$ cat config.mk
export PLATFORM = sky130hd
export DESIGN_NAME = fl_fifo_status_gen_flat
export DESIGN_NICKNAME = d
export VERILOG_FILES = /design/src/rtl/fl_fifo_status_gen_if.sv /design/src/rtl/fl_fifo_status_gen.sv /design/src/flat_wrapper.sv
export SDC_FILE = /design/constraint.sdc
export NUM_CORES = 1
export LEC_CHECK = 0
export ABC_CLOCK_PERIOD_IN_PS = 6400
export CORE_ASPECT_RATIO = 1.25
export CORE_UTILIZATION = 59
export DETAILED_ROUTE_END_ITERATION = 12
export PLACE_DENSITY_LB_ADDON = 0.25
export REMOVE_ABC_BUFFERS = 1
export SYNTH_ARGS = -nofsm -noshare
export SYNTH_HDL_FRONTEND = slang
export SYNTH_SLANG_ARGS = --single-unit
$ cat constraint.sdc
create_clock -name CLK -period 6.4 [get_ports CLK]
set_input_delay 1.92 -clock CLK [delete_from_list [all_inputs] [get_ports CLK]]
set_output_delay 1.92 -clock CLK [all_outputs]
set_load 0.05 [all_outputs]
$ cat src/rtl/fl_fifo_status_gen_if.sv
// rtl/fl_fifo_status_gen_if.sv - FrameLink FIFO request/accept/status bundle (ERR present with FL_FIFO_STATUS_ERR_EN)
interface fl_fifo_status_gen_if #(
    parameter int STATUS_WIDTH = 4
);
    logic                    WR_REQ;
    logic                    WR_EOF;
    logic                    RD_REQ;
    logic                    RD_EOF;
    logic                    WR_ACCEPT;
    logic                    RD_ACCEPT;
    logic                    LSTBLK;
    logic [STATUS_WIDTH-1:0] STATUS;
    logic                    EMPTY;
    logic                    FULL;
    logic                    FRAME_RDY;
`ifdef FL_FIFO_STATUS_ERR_EN
    logic                    ERR;
`endif

    modport master (
        output WR_REQ, WR_EOF, RD_REQ, RD_EOF,
        input  WR_ACCEPT, RD_ACCEPT, LSTBLK, STATUS, EMPTY, FULL, FRAME_RDY
`ifdef FL_FIFO_STATUS_ERR_EN
        , input ERR
`endif
    );

    modport slave (
        input  WR_REQ, WR_EOF, RD_REQ, RD_EOF,
        output WR_ACCEPT, RD_ACCEPT, LSTBLK, STATUS, EMPTY, FULL, FRAME_RDY
`ifdef FL_FIFO_STATUS_ERR_EN
        , output ERR
`endif
    );
endinterface

$ cat src/rtl/fl_fifo_status_gen.sv
// rtl/fl_fifo_status_gen.sv - FrameLink FIFO status generator; optional ERR output with FL_FIFO_STATUS_ERR_EN
module fl_fifo_status_gen #(
    parameter int ITEMS        = 64,
    parameter int BLOCK_SIZE   = 4,
    parameter int STATUS_WIDTH = 4
) (
    input  logic                 CLK,
    input  logic                 RESET,
    fl_fifo_status_gen_if.slave  bus
);
    localparam int                     CNT_W      = $clog2(ITEMS) + 1;
    localparam logic [CNT_W-1:0]       ITEMS_C    = CNT_W'(ITEMS);
    localparam logic [CNT_W-1:0]       BLOCK_C    = CNT_W'(BLOCK_SIZE);
    localparam logic [STATUS_WIDTH-1:0] STATUS_RST = ITEMS_C[CNT_W-1 -: STATUS_WIDTH];

    logic [CNT_W-1:0]        cnt, fcnt;
    logic [CNT_W-1:0]        cnt_next, fcnt_next, free_next;
    logic                    empty_r, full_r, frame_rdy_r, lstblk_r;
    logic [STATUS_WIDTH-1:0] status_r;
    logic                    wr_acc, rd_acc, wr_eof_acc, rd_eof_acc;

    // Gating uses only registered flags so accept never depends on this cycle's transfer.
    assign wr_acc     = bus.WR_REQ & ~full_r;
    assign rd_acc     = bus.RD_REQ & ~empty_r;
    assign wr_eof_acc = wr_acc & bus.WR_EOF;
    assign rd_eof_acc = rd_acc & bus.RD_EOF;

    always_comb begin
        cnt_next  = cnt + CNT_W'(wr_acc) - CNT_W'(rd_acc);
        fcnt_next = fcnt;
        if (wr_eof_acc && !rd_eof_acc && fcnt != ITEMS_C)
            fcnt_next = fcnt + 1'b1;
        else if (!wr_eof_acc && rd_eof_acc && fcnt != '0)
            fcnt_next = fcnt - 1'b1;
        free_next = ITEMS_C - cnt_next;
    end

    always_ff @(posedge CLK) begin
        if (RESET) begin
            cnt         <= '0;
            fcnt        <= '0;
            empty_r     <= 1'b1;
            full_r      <= 1'b0;
            frame_rdy_r <= 1'b0;
            lstblk_r    <= 1'b0;
            status_r    <= STATUS_RST;
        end else begin
            cnt         <= cnt_next;
            fcnt        <= fcnt_next;
            empty_r     <= (cnt_next == '0);
            full_r      <= (cnt_next == ITEMS_C);
            frame_rdy_r <= (fcnt_next != '0);
            lstblk_r    <= (free_next <= BLOCK_C);
            status_r    <= free_next[CNT_W-1 -: STATUS_WIDTH];
        end
    end

`ifdef FL_FIFO_STATUS_ERR_EN
    logic err_r;
    logic err_event;

    // Underflowing EOF, or a read that drains the items while frames remain counted.
    assign err_event = (rd_eof_acc && !wr_eof_acc && fcnt == '0) ||
                       (rd_acc && cnt_next == '0 && fcnt_next != '0);

    always_ff @(posedge CLK) begin
        if (RESET)
            err_r <= 1'b0;
        else if (err_event)
            err_r <= 1'b1;
    end

    assign bus.ERR = err_r;
`endif

    assign bus.WR_ACCEPT = wr_acc;
    assign bus.RD_ACCEPT = rd_acc;
    assign bus.EMPTY     = empty_r;
    assign bus.FULL      = full_r;
    assign bus.FRAME_RDY = frame_rdy_r;
    assign bus.LSTBLK    = lstblk_r;
    assign bus.STATUS    = status_r;
endmodule
$ cat src/flat_wrapper.sv
// flat-port wrapper written by rule: the top's interface ports become plain ports
module fl_fifo_status_gen_flat 
#(
    parameter int ITEMS        = 64,
    parameter int BLOCK_SIZE   = 4,
    parameter int STATUS_WIDTH = 4
)
  (CLK, RESET, bus_WR_REQ, bus_WR_EOF, bus_RD_REQ, bus_RD_EOF, bus_WR_ACCEPT, bus_RD_ACCEPT, bus_LSTBLK, bus_STATUS, bus_EMPTY, bus_FULL, bus_FRAME_RDY);
  fl_fifo_status_gen_if #(.STATUS_WIDTH(STATUS_WIDTH)) bus_i ();
  input  logic CLK;
  input  logic RESET;
  input wire logic [$bits(bus_i.WR_REQ)-1:0] bus_WR_REQ;
  input wire logic [$bits(bus_i.WR_EOF)-1:0] bus_WR_EOF;
  input wire logic [$bits(bus_i.RD_REQ)-1:0] bus_RD_REQ;
  input wire logic [$bits(bus_i.RD_EOF)-1:0] bus_RD_EOF;
  output wire logic [$bits(bus_i.WR_ACCEPT)-1:0] bus_WR_ACCEPT;
  output wire logic [$bits(bus_i.RD_ACCEPT)-1:0] bus_RD_ACCEPT;
  output wire logic [$bits(bus_i.LSTBLK)-1:0] bus_LSTBLK;
  output wire logic [$bits(bus_i.STATUS)-1:0] bus_STATUS;
  output wire logic [$bits(bus_i.EMPTY)-1:0] bus_EMPTY;
  output wire logic [$bits(bus_i.FULL)-1:0] bus_FULL;
  output wire logic [$bits(bus_i.FRAME_RDY)-1:0] bus_FRAME_RDY;
  assign bus_i.WR_REQ = bus_WR_REQ;
  assign bus_i.WR_EOF = bus_WR_EOF;
  assign bus_i.RD_REQ = bus_RD_REQ;
  assign bus_i.RD_EOF = bus_RD_EOF;
  assign bus_WR_ACCEPT = bus_i.WR_ACCEPT;
  assign bus_RD_ACCEPT = bus_i.RD_ACCEPT;
  assign bus_LSTBLK = bus_i.LSTBLK;
  assign bus_STATUS = bus_i.STATUS;
  assign bus_EMPTY = bus_i.EMPTY;
  assign bus_FULL = bus_i.FULL;
  assign bus_FRAME_RDY = bus_i.FRAME_RDY;
  fl_fifo_status_gen #(.ITEMS(ITEMS), .BLOCK_SIZE(BLOCK_SIZE), .STATUS_WIDTH(STATUS_WIDTH)) u_core (.CLK(CLK), .RESET(RESET), .bus(bus_i));
endmodule
Word level (Yosys, flattened, before mapping)
Index checks and enable logic that the tools add are counted.
- $add $sub $neg: 5
- multipliers: 0
- div/mod/pow operators: 0
- order comparisons: 1
- equality and inequality tests: 2
- shifts and indexed selects: 0
- mux-type cells: 2
- bitwise gates (word level): 6
- reductions and logical operators: 9
- operators with widths (operator ; number):
    7-bit two-way mux ; 2
    7-bit nonzero test ; 2
    7-bit by 1-bit adder with 7-bit output ; 1
    7-bit by 1-bit adder with 7-bit output (second input constant) ; 1
    7-bit equality test (second input constant) ; 1
    7-bit by 3-bit less-or-equal comparator with 1-bit output (second input constant) ; 1
    7-bit logical NOT ; 1
    7-bit != test (second input constant) ; 1
    7-bit by 1-bit subtractor with 7-bit output ; 1
    7-bit by 1-bit subtractor with 7-bit output (second input constant) ; 1
    7-bit subtractor (first input constant) ; 1
    1-bit AND ; 4
    1-bit logical AND ; 4
    1-bit logical NOT ; 2
    1-bit NOT ; 2
- register bits after elaboration: 22
- latch bits: 0
- memory bits (writable): 0
- memory bits (read-only): 0
- output and inout bits: 10
- word-level logic and storage cells: 32
- memories kept: 0

Logic depth before layout (Yosys ltp)
- depth in word-level cells: 9
- gate-level depth with buffers: 10
- gate-level depth less buffers: 10

Worst setup path before layout
OpenSTA, ideal clock, no wires.
- kind: input to register
- from: input port bus_RD_REQ
- to: register u_core.lstblk_r (netlist: u_core.bus.LSTBLK)
- arrival time: 4.883 ns
- required time: 6.329 ns
- setup slack: 1.447 ns
- stages on the path: 10
- path buffers: 0
- cells stage by stage: nor2b_1 > xor2_1 > ha_1 > fa_1 > a21o_1 > a21oi_1 > xnor2_1 > or3_1 > or3b_1 > a21oi_1
- cells in the longest elaborated chain, start to end: 4
- ends and longest elaborated chain (element ; RTL line ; text):
    start: declaration ; flat_wrapper.sv:14 ; input wire logic [$bits(bus_i.RD_REQ)-1:0] bus_RD_REQ;
    1-bit AND ; fl_fifo_status_gen.sv:24 ; assign rd_acc = bus.RD_REQ & ~empty_r;
    7-bit by 1-bit subtractor with 7-bit output ; fl_fifo_status_gen.sv:29 ; cnt_next = cnt + CNT_W'(wr_acc) - CNT_W'(rd_acc);
    7-bit subtractor ; fl_fifo_status_gen.sv:35 ; free_next = ITEMS_C - cnt_next;
    7-bit by 3-bit less-or-equal comparator with 1-bit output ; fl_fifo_status_gen.sv:53 ; lstblk_r <= (free_next <= BLOCK_C);
    end signal: assignment ; fl_fifo_status_gen.sv:53 ;
    end: declaration ; fl_fifo_status_gen.sv:18 ; logic empty_r, full_r, frame_rdy_r, lstblk_r;
No other way between the ends.
A chain may end at the register's enable or synchronous reset.

Worst setup path after layout
- from: input port bus_RD_REQ
- to: output port bus_RD_ACCEPT
- cells in the longest elaborated chain, start to end: 1
- ends and longest elaborated chain (element ; RTL line ; text):
    1-bit AND ; fl_fifo_status_gen.sv:24 ;
    end: declaration ; flat_wrapper.sv:17 ; output wire logic [$bits(bus_i.RD_ACCEPT)-1:0] bus_RD_ACCEPT;
No other way between the ends.

==> reports/results.ini <==
[cells_and_area]
num_antenna_cells = 0
drive_above_1_share_pct = 3.41
layout_common_cells = dfxtp_1 (22), nor2_1 (18), clkdlybuf4s50_1 (15), inv_1 (12), ha_1 (9)
layout_commonest_cell = dfxtp_1
fin_nets = 193
finish.utilization_pct = 71.5
syn_to_final_growth_pct = 13.5
layout.cells.non_filler = 207
final_area_um2 = 1580

[logic_synthesis]
yosysTopAreaCellShare_pct = 31.6
synth.avg_cell_area_um2 = 8.50
synth_area_leaders = dfxtp_1 (32%), ha_1 (8.1%), xnor2_1 (5.0%), nor2_1 (4.8%), inv_1 (3.2%)
yosys_warnings = 0
synth_edf_count = 0
ys_ff_latch = 22
synth_flop_cell = dfxtp_1
syn_area_um2 = 1390
synth_seq_area_share_pct = 31.6
async_flop_share_pct = 0
synth.largest_area_cell = dfxtp_1
syn_inst = 164
synth.distinct_cells = 47

[routing]
drt_iter0_markers = 26
first_pass_iters = 4
post-route-drc-count = 0
drtAntennaViolNets = 0
wl_per_cell_um = 14.0
vias_per_cell = 5.78
routed_wl_mm = 2.89
vias = 1197

[worst_setup_path]
worstSetupPathType = primary input to primary output
end_kind = primary output
worstPathArrival_ns = 3.52
startpoint_type = primary input
path_max_fanout = 3
worstPathRequired_ns = 4.48

[grt]
grt_start_max_net_pins = 22
overflow = 0
grt_pass1_wl_mm = 4.88
antenna_found_initial = 0
grt_pass1_vias = 1122
grtUsageTotal_pct = 25.8

[pwr]
power_density_nw_per_um2 = 507
p_leak_nw = 0.627
irDropWorstVdd_mv = 0.372
finalPower_uw = 801

[floorplanning]
coreArea_um2 = 2210
die_height_um = 56.3
dieWidth_um = 45.5
io-pin-count = 16
row_count = 19
die-area_um2 = 2560
start_util_pct = 63.0

[placement]
gp_congestion = 0.838
hpwlAfterDp_mm = 2.29
portBuffers = 15
dpl_cell_area_um2 = 1550
placedCellCount = 203

[cts]
cts-root-buf = clkbuf_4
clk_path_buf_depth = 2
clk_pin_slew_worst_paths_ns = 0.11
cts_tree = yes
postCtsHoldBufs = 0
post_cts_buffers = 0
clock_latency_ns = 0.31
cts_max_level = 1
cts_buffers = 3
ctsResizeCount = 0
clock-sinks = 22

[sta]
relSlewSlack_pct = 52.9
worst_pin_slew_ns = 0.704
hold_viol = 0
finalCriticalPeriod_ns = 5.44
max_freq_ghz = 0.184
post-route-period-util_pct = 85.0
slew_viol_final = 0
setup_violations = 0
rsz0062_at_grt = false
setup_tns_ns = 0
skew_ns = 0.00207

[hold_path]
min_path_type = flop to flop

[outcome]
status = complete, no violations

[job]
cap_violations = 0

[area by class of cell]
| class | instances | area, µm² |
|---|---|---|
| Tap cell | 31 | 38.8 |
| Inverter | 12 | 45.0 |
| Multi-Input combinational cell | 123 | 871 |
| Timing Repair Buffer | 15 | 150 |
| Fill cell | 186 | 629 |
| Clock buffer | 4 | 36.3 |
| Sequential cell | 22 | 440 |
[sequential cells by signal, indices dropped and copies added, names as in the netlist]
name and flops:
u_core.bus.STATUS 4, u_core.bus.EMPTY 1, u_core.bus.FULL 1, u_core.bus.LSTBLK 1, u_core.fcnt 7, u_core.cnt 7, u_core.bus.FRAME_RDY 1
[cell usage after synthesis (2+ instances only)]
master and count:
dfxtp_1 22, o31ai_1 2, xnor2_1 8, a311oi_1 2, a21o_1 3, ha_1 9, nand3b_1 4, a41oi_1 2
clkbuf_1 3, inv_1 12, buf_2 3, nand3_1 6, o21ai_0 4, or4_1 2, nor2_1 18, nor3_1 8
xor2_1 4, or3_1 3, nor4_1 2, and3_1 4, a21oi_1 5, nand2b_1 5, nand2_1 2, nor2b_1 7
and2_1 2
[worst max-delay path: stages]
cell and delay (ns):
clkdlybuf4s50_1 0.49, nor2b_1 0.25, clkdlybuf4s50_1 0.86
[where the power goes]
group	switching (mW)	leakage (nW)	total, mW	internal, mW
Sequential	0.0257	0.181	0.205	0.180
Clock	0.0413	0.0210	0.0761	0.0348
Combinational	0.308	0.425	0.520	0.212
[per-layer routing]
metal	up-vias	global-route usage [%]	wire, µm
met1	564	27.4	1130
met3	5	2.25	40
met5	-	0	0
met2	16	47.6	1650
met4	0	12.1	61
li1	612	-	-
[cells by family (layout without fill, tap and decap cells)]
logic type                 count (synthesis)  after routing  share of synthesized area (%)
DFF                                       22             22                           31.6
and+or+nand+nor                           70             70                           28.3
buffers and inverters                     19             31                           5.92
AOI/OAI and AO/OA                         30             30                           16.4
xor gates and xnor gates                  12             12                           7.54
muxes                                      1              1                          0.718
adders and majority gates                 10             10                           9.52
[worst paths after layout]
path / from / depth (start not counted) / slack [ns] / endpoint
min reg2reg: u_core.fcnt[1] / 2 / 0.64 / u_core.fcnt[1]
min: u_core.fcnt[1] / 2 / 0.64 / u_core.fcnt[1]
max reg2reg: u_core.bus.EMPTY / 10 / 3.48 / u_core.bus.LSTBLK
max: bus_RD_REQ / 3 / 0.96 / bus_RD_ACCEPT
[metrics by stage]
step,hold slack [ns],setup slack [ns]
final,0.637,0.963
after global routing,0.698,0.917
after global placement,0.582,1.03
after CTS,0.634,0.941
after detailed placement,0.613,0.954
after floorplan,0.541,1.45
Note: power is estimated with default switching activity, not from simulation.
